--- config.mk ---
export PLATFORM = sky130hd
export DESIGN_NAME = dot_product_ctrl
export DESIGN_NICKNAME = d
export VERILOG_FILES = /design/src/rtl/dot_product_ctrl.sv
export SDC_FILE = /design/constraint.sdc
export NUM_CORES = 1
export LEC_CHECK = 0
export CAP_MARGIN = 20
export CORE_ASPECT_RATIO = 1.2
export CORE_MARGIN = 2
export CORE_UTILIZATION = 64
export CTS_BUF_LIST = sky130_fd_sc_hd__clkbuf_4 sky130_fd_sc_hd__clkbuf_8
export DETAILED_ROUTE_END_ITERATION = 10
export PLACE_DENSITY = 0.95
export SYNTH_ARGS = -nofsm -noshare
export SYNTH_HDL_FRONTEND = slang
export SYNTH_SLANG_ARGS = --single-unit
--- constraint.sdc ---
create_clock -name clk -period 12.83 [get_ports clk]
set_clock_uncertainty 0.1 [all_clocks]
set_input_delay 2.566 -clock clk [delete_from_list [all_inputs] [get_ports clk]]
set_output_delay 2.566 -clock clk [all_outputs]
set_load 0.01 [all_outputs]
--- src/rtl/dot_product_ctrl.sv ---
// Dot-product sequencer: reads vectors A and B from two 1-cycle-latency RAMs and accumulates a*b.
// Optional macro DOTP_SIGNED_EN selects two's complement operands with a sign-extended product.
module dot_product_ctrl #(
  parameter int DATA_WIDTH = 8,
  parameter int ADDR_WIDTH = 4,
  parameter int ACC_WIDTH  = 2*DATA_WIDTH+ADDR_WIDTH
) (
  input  logic                  clk,
  input  logic                  rst_n,
  input  logic                  start,
  input  logic [ADDR_WIDTH-1:0] base_addr,
  input  logic [ADDR_WIDTH:0]   len,
  output logic                  busy,
  output logic                  a_read_en,
  output logic [ADDR_WIDTH-1:0] a_read_address,
  input  logic [DATA_WIDTH-1:0] a_data,
  output logic                  b_read_en,
  output logic [ADDR_WIDTH-1:0] b_read_address,
  input  logic [DATA_WIDTH-1:0] b_data,
  output logic [ACC_WIDTH-1:0]  result,
  output logic                  result_valid,
  input  logic                  result_ready,
  output logic [1:0]            dbg_state
);

  // Handshake: result transfers on a cycle where result_valid & result_ready are both high;
  // result_valid stays high and result stays stable until that cycle.

  typedef enum logic [1:0] {
    S_IDLE  = 2'd0,
    S_READ  = 2'd1,
    S_DRAIN = 2'd2,
    S_DONE  = 2'd3
  } state_t;

  state_t                  r_state;
  logic [ADDR_WIDTH:0]     r_len;
  logic [ADDR_WIDTH:0]     r_idx;
  logic [ADDR_WIDTH-1:0]   r_addr;
  logic                    r_rd_en;
  logic                    r_dv;
  logic [ACC_WIDTH-1:0]    r_acc;
  logic [ACC_WIDTH-1:0]    r_result;
  logic                    r_result_valid;
  logic                    r_busy;
  logic [ACC_WIDTH-1:0]    w_prod_ext;

`ifdef DOTP_SIGNED_EN
  logic signed [2*DATA_WIDTH-1:0] w_prod;
  assign w_prod     = $signed(a_data) * $signed(b_data);
  assign w_prod_ext = {{(ACC_WIDTH-2*DATA_WIDTH){w_prod[2*DATA_WIDTH-1]}}, w_prod};
`else
  logic [2*DATA_WIDTH-1:0] w_prod;
  assign w_prod     = a_data * b_data;
  assign w_prod_ext = {{(ACC_WIDTH-2*DATA_WIDTH){1'b0}}, w_prod};
`endif

  always_ff @(posedge clk or negedge rst_n) begin
    if (!rst_n) begin
      r_state        <= S_IDLE;
      r_len          <= '0;
      r_idx          <= '0;
      r_addr         <= '0;
      r_rd_en        <= 1'b0;
      r_dv           <= 1'b0;
      r_acc          <= '0;
      r_result       <= '0;
      r_result_valid <= 1'b0;
      r_busy         <= 1'b0;
    end else begin
      // Read data arrives one cycle after the enable, so the valid flag trails it.
      r_dv <= r_rd_en;
      if (r_dv) r_acc <= r_acc + w_prod_ext;
      case (r_state)
        S_IDLE: begin
          if (start) begin
            r_len  <= len;
            r_idx  <= '0;
            r_acc  <= '0;
            r_busy <= 1'b1;
            if (len == '0) begin
              r_state <= S_DONE;
            end else begin
              r_addr  <= base_addr;
              r_rd_en <= 1'b1;
              r_state <= S_READ;
            end
          end
        end
        S_READ: begin
          if (r_idx == r_len - (ADDR_WIDTH+1)'(1)) begin
            r_rd_en <= 1'b0;
            r_state <= S_DRAIN;
          end else begin
            r_idx  <= r_idx + (ADDR_WIDTH+1)'(1);
            r_addr <= r_addr + ADDR_WIDTH'(1);
          end
        end
        S_DRAIN: begin
          r_state <= S_DONE;
        end
        S_DONE: begin
          // First DONE cycle captures the settled accumulator; later cycles wait for ready.
          if (!r_result_valid) begin
            r_result       <= r_acc;
            r_result_valid <= 1'b1;
          end else if (result_ready) begin
            r_result_valid <= 1'b0;
            r_busy         <= 1'b0;
            r_state        <= S_IDLE;
          end
        end
        default: r_state <= S_IDLE;
      endcase
    end
  end

  assign busy           = r_busy;
  assign a_read_en      = r_rd_en;
  assign b_read_en      = r_rd_en;
  assign a_read_address = r_addr;
  assign b_read_address = r_addr;
  assign result         = r_result;
  assign result_valid   = r_result_valid;
  assign dbg_state      = r_state;

endmodule

== After elaboration in Yosys (flattened, before gate mapping) ==
Cells that the tools add are included.

* Add/subtract/negate cells: 4
* Reductions and logical operators: 11
* $mul: 1
* Equality and inequality tests: 10
* Bitwise operators: 1
* Mux-type cells: 26

{| class="wikitable"
|+ Operators with widths
! operator !! number
|-
| 2-to-1 mux 20 bit || 3
|-
| adder 20 x 16 -> 20 bit || 1
|-
| multiplier 8 x 8 -> 16 bit || 1
|-
| AND reduction 4 bit || 4
|-
| 2-to-1 mux 4 bit || 3
|-
| inequality test 2 bit, second input constant || 6
|-
| 2-to-1 mux 2 bit || 5
|-
| 2-to-1 mux 5 bit || 2
|-
| case mux 5 bit (2 select lines) || 1
|-
| 2-to-1 mux 1 bit || 8
|-
| case mux 2 bit (4 select lines) || 1
|-
| case mux 4 bit (2 select lines) || 1
|-
| adder 5 x 1 -> 5 bit, second input constant || 1
|-
| == test 5 bit || 1
|-
| logical NOT 5 bit || 1
|-
| subtractor 5 x 1 -> 5 bit, second input constant || 1
|-
| adder 4 x 1 -> 4 bit, second input constant || 1
|-
| == test 2 bit, second input constant || 2
|-
| case mux 1 bit (2 select lines) || 2
|-
| AND reduction 2 bit || 2
|-
| nonzero test 2 bit || 2
|-
| AND reduction 3 bit || 1
|-
| == test 2 x 1 -> 1 bit, second input constant || 1
|-
| logical NOT 2 bit || 1
|-
| NOT 1 bit || 1
|}

* Word-level logic and storage cells: 63
* Input bits: 29
* Output and inout port bits: 34
* Bits in registers: 60

== Depth between registers and ports, before layout ==
Gate-level depths: netlist of the first run.

* Depth in word-level cells: 5
* Mapped depth: 18
* Depth with buffers taken out: 17

== Worst setup path after synthesis of the first run ==
OpenSTA, ideal clock, no wires.

* Kind: in2reg
* Start: input port b_data[1]
* End: register r_acc[18]
* Buffers on the path: 1
* Slack: 6,190 ps
* Cell stages on the path: 16
* Data required time: 12,651 ps
* Arrival: 6,460 ps
* Setup time: 79 ps
* Cell sequence: clkbuf_1 > nand2_1 > fa_1 > inv_1 > fa_1 > inv_1 > fa_1 > fa_1 > inv_1 > ha_1 > nand2_1 > o311a_1 > a211oi_1 > o21ai_0 > a21oi_1 > mux2i_1

* Longest elaborated chain between the ends: 5

{| class="wikitable"
|+ RTL lines
! what !! line !! RTL
|-
| start: declaration || 19 || <nowiki>input logic [DATA_WIDTH-1:0] b_data,</nowiki>
|-
| multiplier 8 x 8 -> 16 bit * || 54 || <nowiki>assign w_prod = a_data * b_data;</nowiki>
|-
| adder 20 x 16 -> 20 bit * || 73 || <nowiki>if (r_dv) r_acc <= r_acc + w_prod_ext;</nowiki>
|-
| 2-to-1 mux 20 bit * || 73 ||
|-
| 2-to-1 mux 20 bit || 76 || <nowiki>if (start) begin</nowiki>
|-
| 2-to-1 mux 20 bit * || 74 || <nowiki>case (r_state)</nowiki>
|-
| end signal: assignment || 73 ||
|-
| end: declaration || 42 || <nowiki>logic [ACC_WIDTH-1:0] r_acc;</nowiki>
|}

Every way passes the cells marked *; elsewhere a longest branch is shown, timed or not.
A chain may end at the register's enable or synchronous reset.

== Worst setup path after layout of the first run ==
* Start: input port a_data[0]
* End: register r_acc[18]

* Longest elaborated chain between the ends: 5

{| class="wikitable"
|+ RTL lines
! what !! line !! RTL
|-
| start: declaration || 16 || <nowiki>input logic [DATA_WIDTH-1:0] a_data,</nowiki>
|-
| multiplier 8 x 8 -> 16 bit * || 54 ||
|-
| adder 20 x 16 -> 20 bit * || 73 ||
|-
| 2-to-1 mux 20 bit * || 73 ||
|-
| 2-to-1 mux 20 bit || 76 ||
|-
| 2-to-1 mux 20 bit * || 74 ||
|}

Marks and branches as above.

==> metrics.csv, run 1 <==
metric,value,unit
vias per std cell,5.80,
syn nets,743,
RSZ-0062 raised after global routing,false,
Required @ worst endpoint,13.02,ns
IO Count,63,
sequential share of the synthesized area,0.268,
Post-Syn Instances,616,
Worst Hold Class,reg2reg,
H-tree depth,3,
Bufs on Longest Clock Path,2,
RR Startpoint,r_acc[6]$_DFF_PN0_,
Fillers,558,
DIE WIDTH,89.4,um
simple-gate share of the synthesized area,0.152,
DR WL/cell,16.6,um
"count leader, synth",inv_1,
global-route wire length before repair,21800,um
synth top area cells,"dfrtp_1, fa_1, ha_1",
Core ar.,8560,um2
post-synth top area share,0.268,
Startpoint Class,primary input,
"Slew Viols, Final",0,
f_max,137,MHz
GPL Wtd Cong,0.897,
met2 wire len,6760,um
Post-Synth Adder-Cell Area,0.286,
Final nets,794,
Iter 0 DRT Violations,436,
number of flops mapped to enable cells by yosys,0,
Crit Reg-Reg Endpoint,r_acc[18]$_DFF_PN0_,
clk sinks,60,
slew margin rel.,0.295,
largest net degree at the start of global routing,61,
CP max FO,8,
final std cells w/o fill,789,
r2r setup slk,8.14,ns
Setup crit end kind,register,
R2R depth,15,
mux cell area share after synthesis,0.0611,
fin crit period,7.29,ns
share of layout cells above drive strength 1,0.0521,
hold_sp,a_read_en$_DFFE_PN0P_,
Synth Area in Compound Gates,0.112,
Most used DFF post-synth,dfrtp_1,
pwr dens,302,nW/um2
post-synthesis instance area,5610,um2
Slew @ Worst Pin,1.06,ns
Hold EP,r_dv$_DFF_PN0_,
MaxCap Viol Count,0,
final hold violation count,0,
Synth Area in XOR/XNOR,0.0268,
Post-synth top cells,"inv_1, nand2_1, dfrtp_1",
clock slew at reported path FFs,0.07,ns
Setup-failing EPs final,0,
uppermost routed layer,met4,
largest family of logic cells by synthesized area,adder cells,
# diodes,0,
Final period util,0.569,
placed cells,773,
CTS buffer count,9,
largest area contributor in the netlist,dfrtp_1,
worst skew pair latency,0.37,ns
Core Rows,37,
DRT met1 WL,5110,um
Worst Hold Depth,0,
initial core utilization,0.655,
Synth Register Bits,60,
Initial DRT Pass Iterations,5,
Post-CTS Resized,0,
root buffer cell,clkbuf_8,
initial antenna violation count,0,
GRT Util Overall,0.299,
VDD IR max,0.167,mV
post-CTS setup buffers,0,
WP data arrival,7.48,ns
Die H,107,um
Final TNS setup,0,ns
TritonCTS clock tree,built,
unique cell type count in the Yosys netlist,50,
async set-reset flop share out of synthesis,1.00,
drt drc,0,
Mapped Avg Cell Area,9.10,um2
metal3 WL,777,um
Routed Antenna Nets,0,
DIE AREA,9530,um2
outcome,"complete, no violations",
DR vias,4574,
hold-fix buffers at CTS,0,
# port buffers,62,
total power draw,0.00195,W
drt total wl,13100,um
GRT overflow,0,
Layout area overhead,15.4,%
DP HPWL,9920,um
YS warnings,0,
number of global-route vias before repair,4728,
Pleak,3.29,nW
crit path kind,in2reg,
==> metrics by stage <==
stage          cell area [um2]  hold slack [ns]  worst slack (ns)   util
6_report                  6470            0.347              5.54  0.755
5_1_grt                   6470            0.364              5.38  0.755
4_1_cts                   6470            0.357              5.66  0.755
3_5_place_dp              6270            0.340              5.30  0.733
3_3_place_gp              6270            0.326              5.47  0.733
2_1_floorplan             5610            0.354              6.19      -
==> cell families after synthesis <==
| group | count (synthesis) |
|---|---|
| multiplexers | 33 |
| buffers and inverters | 135 |
| adder cells (fa/ha/maj) | 98 |
| XOR/XNOR | 15 |
| flip-flops | 60 |
| AND/OR/NAND/NOR | 173 |
| AO/OA/AOI/OAI | 102 |
==> placed cells by master, fill, tap and decap left out, types with 2 or more instances in the layout <==
cell type        instances
a31oi_1                  5
a21oi_1                 29
fa_1                    50
and2_1                  34
nand4b_1                 2
a21o_1                   5
o22ai_1                  4
nand2b_1                 9
nor4b_1                  2
nand2_1                 69
clkdlybuf4s50_1         61
nor2_1                  25
o21ai_1                  3
nor2b_1                  2
dfrtp_1                 60
inv_1                  111
o21a_1                   5
ha_1                    48
clkinv_2                 2
clkbuf_8                 9
xnor2_1                  9
nor3_1                   7
mux2_2                  10
a211oi_1                 4
buf_4                    2
o21bai_1                 2
mux2i_1                 23
clkinv_4                 2
nand4_1                  3
a21boi_0                 3
xor2_1                   5
nand3_1                 13
o31a_1                   2
o21ai_0                 30
==> how the worst max path moves through the flow <==
| stage | endpoint | slack (ns) | start |
|---|---|---|---|
| after CTS | r_acc[18]$_DFF_PN0_ | 5.66 | a_data[0] |
| after global routing | r_acc[18]$_DFF_PN0_ | 5.38 | a_data[1] |
| final | r_acc[18]$_DFF_PN0_ | 5.54 | a_data[0] |
| after floorplan | r_acc[18]$_DFF_PN0_ | 6.19 | b_data[1] |
| after detailed placement | r_acc[18]$_DFF_PN0_ | 5.30 | a_data[0] |
| after global placement | r_acc[18]$_DFF_PN0_ | 5.47 | b_data[7] |
==> critical path, cell delays in order <==
cell and delay, ns:
clkdlybuf4s50_1 0.61, nand2_1 0.12, fa_1 0.52, fa_1 0.54
inv_1 0.06, fa_1 0.55, inv_1 0.06, fa_1 0.53
inv_1 0.04, ha_1 0.39, nand2_1 0.07, o311a_1 0.34
a211oi_1 0.49, o21ai_0 0.16, a21oi_1 0.20, mux2i_1 0.20
==> sequential cells by signal, summed over array words and instances, names as in the netlist <==
register and count:
a_read_address 4, a_read_en 1, busy 1, dbg_state 2
r_acc 20, r_dv 1, r_idx 5, r_len 5
result 20, result_valid 1
==> per-layer routing <==
| layer | global-route usage | up-vias |
|---|---|---|
| met5 | 0 | - |
| li1 | - | 2083 |
| met4 | 0.166 | 0 |
| met3 | 0.0466 | 43 |
| met1 | 0.363 | 2244 |
| met2 | 0.498 | 204 |
==> where the power goes <==
part,switching [W],internal [W],leakage (nW)
clock network,0.0000822,0.0000917,0.0996
registers,0.0000819,0.000287,0.732
logic,0.000797,0.000612,2.46
==> area by class of cell <==
type	instances	area [um2]	area share
Clock buffer	10	131	0.0203
Clock inverter	6	65.1	0.0101
Inverter	111	417	0.0644
Multi-Input combinational cell	421	3580	0.553
Sequential cell	60	1500	0.232
Tap cell	117	146	0.0226
Timing Repair Buffer	64	631	0.0975
No activity file was read; power rests on OpenSTA's default activity.
==> run 2, diff against run 1 <==
--- a/config.mk
+++ b/config.mk
@@ -8,10 +8,10 @@
 export CAP_MARGIN = 20
 export CORE_ASPECT_RATIO = 1.2
 export CORE_MARGIN = 2
-export CORE_UTILIZATION = 64
+export CORE_UTILIZATION = 59
 export CTS_BUF_LIST = sky130_fd_sc_hd__clkbuf_4 sky130_fd_sc_hd__clkbuf_8
 export DETAILED_ROUTE_END_ITERATION = 10
-export PLACE_DENSITY = 0.95
+export PLACE_DENSITY = 0.94
 export SYNTH_ARGS = -nofsm -noshare
 export SYNTH_HDL_FRONTEND = slang
 export SYNTH_SLANG_ARGS = --single-unit
==> constraint.sdc (replaced) <==
create_clock -name clk -period 7 [get_ports clk]
set_clock_uncertainty 0.1 [all_clocks]
set_input_delay 1.4 -clock clk [delete_from_list [all_inputs] [get_ports clk]]
set_output_delay 1.4 -clock clk [all_outputs]
set_load 0.01 [all_outputs]
==> run 2 against run 1 <==
  * Sequential share of layout area is 0.18 points lower
  * Via count is 3.7% lower
  * Final area is 0.77% higher
  * Wire length is 2.9% lower
  * Global-route usage is 3.0 points lower
  * Critical path depth stayed put
  * Total power is 84% higher
  * Non-clock buffer count stayed put
  * Final cell count is 0.38% higher
  * Clock power is 120% higher
  * First-iteration DRC count is 54% lower
  * Critical endpoint unchanged
  * Highest routed layer unchanged
==> metrics.csv, run 2 (synthesis results as in run 1) <==
metric,value,unit
Setup crit end kind,register,
share of layout cells above drive strength 1,0.0521,
pwr dens,550,nW/um2
sequential power share,0.187,
RR Startpoint,r_acc[7]$_DFF_PN0_,
initial core utilization,0.614,
Layout area overhead,16.3,%
worst hold slack,0.340,ns
# diodes,0,
Core Rows,38,
Pleak,3.31,nW
Setup-failing EPs final,0,
crit path kind,in2reg,
combinational share of power,0.705,
Core ar.,9130,um2
Initial DRT Pass Iterations,4,
H-tree depth,3,
CP max FO,8,
Required @ worst endpoint,7.18,ns
Bufs on Longest Clock Path,2,
DP HPWL,9860,um
slew margin rel.,0.275,
Worst Hold Class,reg2reg,
post-CTS setup buffers,0,
f_max,167,MHz
total power draw,0.00358,W
clock slew at reported path FFs,0.07,ns
MaxCap Viol Count,0,
R2R depth,15,
Routed Antenna Nets,0,
Slew @ Worst Pin,1.09,ns
hold_sp,a_read_en$_DFFE_PN0P_,
DR vias,4403,
drt total wl,12700,um
root buffer cell,clkbuf_8,
P_sw,0.00169,W
worst skew pair latency,0.36,ns
initial antenna violation count,0,
DIE AREA,10300,um2
Crit Reg-Reg Endpoint,r_acc[18]$_DFF_PN0_,
Final TNS setup,0,ns
Sw Ratio,0.472,
DIE WIDTH,93.0,um
global-route wire length before repair,22200,um
Post-CTS Resized,0,
Placed Area,6280,um2
Final nets,794,
WP data arrival,6.15,ns
Die H,111,um
RSZ-0062 raised after global routing,false,
vias per std cell,5.56,
fin crit period,5.98,ns
CTS buffer count,9,
Final Cell Area,6520,um2
clk sinks,60,
VDD IR max,0.310,mV
DR WL/cell,16.1,um
Fillers,664,
Iter 0 DRT Violations,201,
GPL Wtd Cong,0.880,
Final period util,0.854,
P_int,0.00189,W
outcome,"complete, no violations",
Startpoint Class,primary input,
GRT overflow,0,
hold-fix buffers at CTS,0,
GRT Util Overall,0.269,
most frequent cells in the layout,"inv_1, nand2_1, clkdlybuf4s50_1",
Hold EP,r_dv$_DFF_PN0_,
r2r setup slk,2.44,ns
TritonCTS clock tree,built,
Worst Hold Depth,0,
largest net degree at the start of global routing,61,
"Core Util, Final",0.714,
final hold violation count,0,
IO Count,63,
# port buffers,62,
"most common cell after layout, fill and taps aside",inv_1,
drt drc,0,
number of global-route vias before repair,4780,
"Slew Viols, Final",0,
Clk pwr share,0.108,
## run 2: changes by cell type in the layout (fill, tap and decap cells not counted)
cell / before / now
bufinv_16: 1 / 3
inv_6: 0 / 1
clkinv_2: 2 / 1
clkinv_4: 2 / 0
## run 2: power groups by stage
stage	Combinational, W	Clock [W]	Sequential (W)
floorplan	0.00184	0	0.000663
global placement	0.00238	0	0.000662
detailed placement	0.00251	0	0.000672
CTS	0.00254	0.000392	0.000668
global route	0.00288	0.000405	0.000690
finish	0.00253	0.000386	0.000671
## run 2: critical path, cell delays in order
cell and delay (ns):
clkdlybuf4s50_1 0.62, nand2_1 0.12, fa_1 0.53, fa_1 0.55, inv_1 0.06, fa_1 0.54, inv_1 0.06, fa_1 0.55
inv_1 0.05, ha_1 0.38, nand2_1 0.07, o311a_1 0.34, a211oi_1 0.37, o21ai_0 0.13, a21oi_1 0.19, mux2i_1 0.20
## run 2: metrics by stage
stage | worst slack (ns) | std cells
after floorplan | 1.53 | 616
after global placement | 0.799 | 776
after detailed placement | 0.679 | 776
after CTS | 1.01 | 792
after global routing | 0.739 | 792
final | 1.02 | 792
## run 2: layout make-up
class / instances / area, um2 / share of cell area
multi-input combinational: 421 / 3580 / 0.549
clock buffer: 10 / 131 / 0.0201
timing repair buffer: 64 / 631 / 0.0967
clock inverter: 6 / 111 / 0.0171
inverter: 111 / 417 / 0.0639
tap: 120 / 150 / 0.0230
sequential: 60 / 1500 / 0.230
## run 2: layer usage
layer	vias to the layer above	wire length, um	global-route usage
met3	45	614	0.0476
li1	2082	-	-
met5	-	0	0
met4	0	396	0.113
met2	142	6550	0.455
met1	2134	5180	0.337
## run 2: worst max-delay path by stage
stage          depth (start not counted)             endpoint  startpoint
2_1_floorplan                         16  r_acc[18]$_DFF_PN0_   b_data[1]
3_3_place_gp                          16  r_acc[18]$_DFF_PN0_   b_data[7]
3_5_place_dp                          16  r_acc[18]$_DFF_PN0_   b_data[7]
4_1_cts                               16  r_acc[18]$_DFF_PN0_   a_data[0]
5_1_grt                               16  r_acc[18]$_DFF_PN0_   b_data[7]
6_report                              16  r_acc[18]$_DFF_PN0_   a_data[0]
==> RTL change: new RTL, settings of run 1 <==
Add a define of `DOTP_SIGNED_EN`.
--- a/src/rtl/dot_product_ctrl.sv
+++ b/src/rtl/dot_product_ctrl.sv
@@ -1,5 +1,7 @@
 // Dot-product sequencer: reads vectors A and B from two 1-cycle-latency RAMs and accumulates a*b.
 // Optional macro DOTP_SIGNED_EN selects two's complement operands with a sign-extended product.
+`define DOTP_SIGNED_EN
+
 module dot_product_ctrl #(
   parameter int DATA_WIDTH = 8,
   parameter int ADDR_WIDTH = 4,
Behaviour: not the same (a bounded check fails within 10 cycles, from zero or initial values and one cycle with rst_n low).
==> RTL change against run 1 <==
  * Setup slack got worse by 1600 ps
  * Design area increased by 8.1%
  * Maximum frequency down 18%
  * Count of clock-buffer cells in the layout rose by 4
  * Area after synthesis increased by 9.1%
  * Routed wire length fell by 6.1%
  * Via count rose by 2.0%
  * Sequential cell count unchanged
  * Hold slack better by 1.6 ps
  * First-iteration DRC count down 40%
Power is not shown: default switching activity piles up to over one toggle a cycle in this logic, so the estimate is an artifact.
==> RTL change: results (changes against run 1) <==
** Route
- Vias after detailed routing :: 4,665 (was 4,574)
- Number of detailed-route iterations in the first pass :: 4 (was 5)
- Wire length after detailed routing :: 12.32 mm (was 13.13 mm)
- The number of design-rule violations left by the first detailed-router iteration is 262 (was 436).

** Logic synthesis
- The count of synthesis-stage warnings from yosys is 0 (unchanged).
- Synth Net Count :: 798 (was 743)
- The count of distinct cell types in the synthesized netlist is 47 (was 50).
- Arithmetic-cell share of the synthesized area counting full adders, half adders and majority gates :: 0.2999 (was 0.2857)
- Top cells by instance count after synthesis: 105 x sky130_fd_sc_hd__inv_1, 60 x sky130_fd_sc_hd__dfrtp_1, 57 x sky130_fd_sc_hd__ha_1 (was 111 x sky130_fd_sc_hd__inv_1, 69 x sky130_fd_sc_hd__nand2_1, 60 x sky130_fd_sc_hd__dfrtp_1).
- Xor/xnor cell area share of the yosys netlist :: 0.05154 (was 0.02678)
- Multiplexer share of the synthesized area :: 0.06157 (was 0.06115)
- Share of synthesized area occupied by flip-flops and latches :: 0.2454 (was 0.2678)
- Fraction of the mapped netlist area in compound gates :: 0.1137 (was 0.1125)
- Synth area leaders :: sky130_fd_sc_hd__dfrtp_1 25%, sky130_fd_sc_hd__fa_1 18%, sky130_fd_sc_hd__ha_1 12%, sky130_fd_sc_hd__inv_1 6.4%, sky130_fd_sc_hd__and2_1 4.8% (was sky130_fd_sc_hd__dfrtp_1 27%, sky130_fd_sc_hd__fa_1 18%, sky130_fd_sc_hd__ha_1 11%, sky130_fd_sc_hd__inv_1 7.4%, sky130_fd_sc_hd__nand2_1 4.6%)

** Layout
- Number of nets in the layout :: 857 (was 794)
- Share of layout cells above drive strength 1 :: 0.05833 (was 0.05208)
- Layout fillers :: 661 (was 558)

** GRT
- The via count of the first global-routing pass is 4,918 (was 4,728).
- The number of antenna violations at the first check in global routing is 0 (unchanged).
- Global-route usage over all layers :: 0.2534 (was 0.2992)
- Wire length of the first global-routing pass :: 21.25 mm (was 21.84 mm)

** Timing
- Worst slew margin relative to its limit :: 0.2800 (was 0.2954)

** Clock network
- Clock latency on the worst-skew pair :: 350 ps (was 370 ps)
- The number of buffers inserted during clock tree synthesis came to 9 (unchanged).

** Worst setup path
- The data arrival time of the critical path is 8980 ps (was 7480 ps).
- The top fanout value on the critical path came to 9 (was 8).
- Delay of the slowest cell on the worst path :: 640 ps (was 610 ps)

** Placement
- Final weighted congestion in routability-driven placement :: 0.8832 (was 0.8972)
- The HPWL after detailed placement was 10.05 mm (was 9.916 mm).

** Run status
- Outcome :: completed (unchanged)
## RTL change: cell count changes after synthesis, moves of 7 or more
| cell | delta |
|---|---|
| sky130_fd_sc_hd__and2_1 | +13 |
| sky130_fd_sc_hd__a21oi_1 | +8 |
| sky130_fd_sc_hd__mux2_2 | +11 |
| sky130_fd_sc_hd__ha_1 | +9 |
| sky130_fd_sc_hd__nand2_1 | -19 |
| sky130_fd_sc_hd__mux2i_1 | -9 |
| sky130_fd_sc_hd__xnor2_1 | +15 |
| sky130_fd_sc_hd__clkbuf_1 | -9 |
| sky130_fd_sc_hd__xor2_1 | +7 |
| sky130_fd_sc_hd__nor2b_1 | +9 |
## RTL change: path summary, 6_finish.rpt
kind | from | endpoint | slack, ps | cells after the start
worst max-delay path | b_data[7] | r_acc[19] | 3980 | 26
worst min-delay path | a_read_en | r_dv | 350 | 0
worst max register to register | dbg_state[0] | a_read_address[3] | 9650 | 8
worst min register to register | a_read_en | r_dv | 350 | 0
max in group asynchronous | rst_n | r_acc[16] | 9860 | 2
min in group asynchronous | rst_n | busy | 2250 | 2
## RTL change: cells by family after synthesis
| group | after synthesis |
|---|---|
| AOI/OAI and AO/OA | 110 |
| xor gates and xnor gates | 36 |
| buffers and inverters | 120 |
| muxes | 35 |
| and+or+nand+nor | 182 |
| DFF | 60 |
| adders and majority gates | 113 |
## RTL change: area by class of cell
class,count,share of cell area
clock buffers,14,0.02396
clock inverters,2,0.001431
inverters,105,0.05633
multi-input cells,476,0.5926
flip-flops and latches,60,0.2146
well taps,123,0.02200
repair buffers,63,0.08906
## RTL change: routing by layer
metal  vias up  global-route usage  wire length, µm  share of wire
met4         0             0.08039              218          0.018
li1       2261                   -                -              -
met5         -                   0                0              0
met3        23             0.03875              531          0.043
met1      2255              0.2935             4992           0.41
met2       126              0.4705             6581           0.53
## RTL change: worst max-delay path: cells and delay by family
kind            cells  cell delay, ps
compound gates     11            1890
fa+ha+maj           6            2790
xor+xnor            1             200
buf+inv             4             800
simple gates        3             630
mux                 1             100
## RTL change: metrics by stage
stage	cell area [µm²]	setup WS (ps)	cells
2_1_floorplan	6117	4674	656
3_3_place_gp	6819	3787	827
3_5_place_dp	6819	3642	827
4_1_cts	6997	4005	843
5_1_grt	6997	3509	843
6_report	6997	3982	843
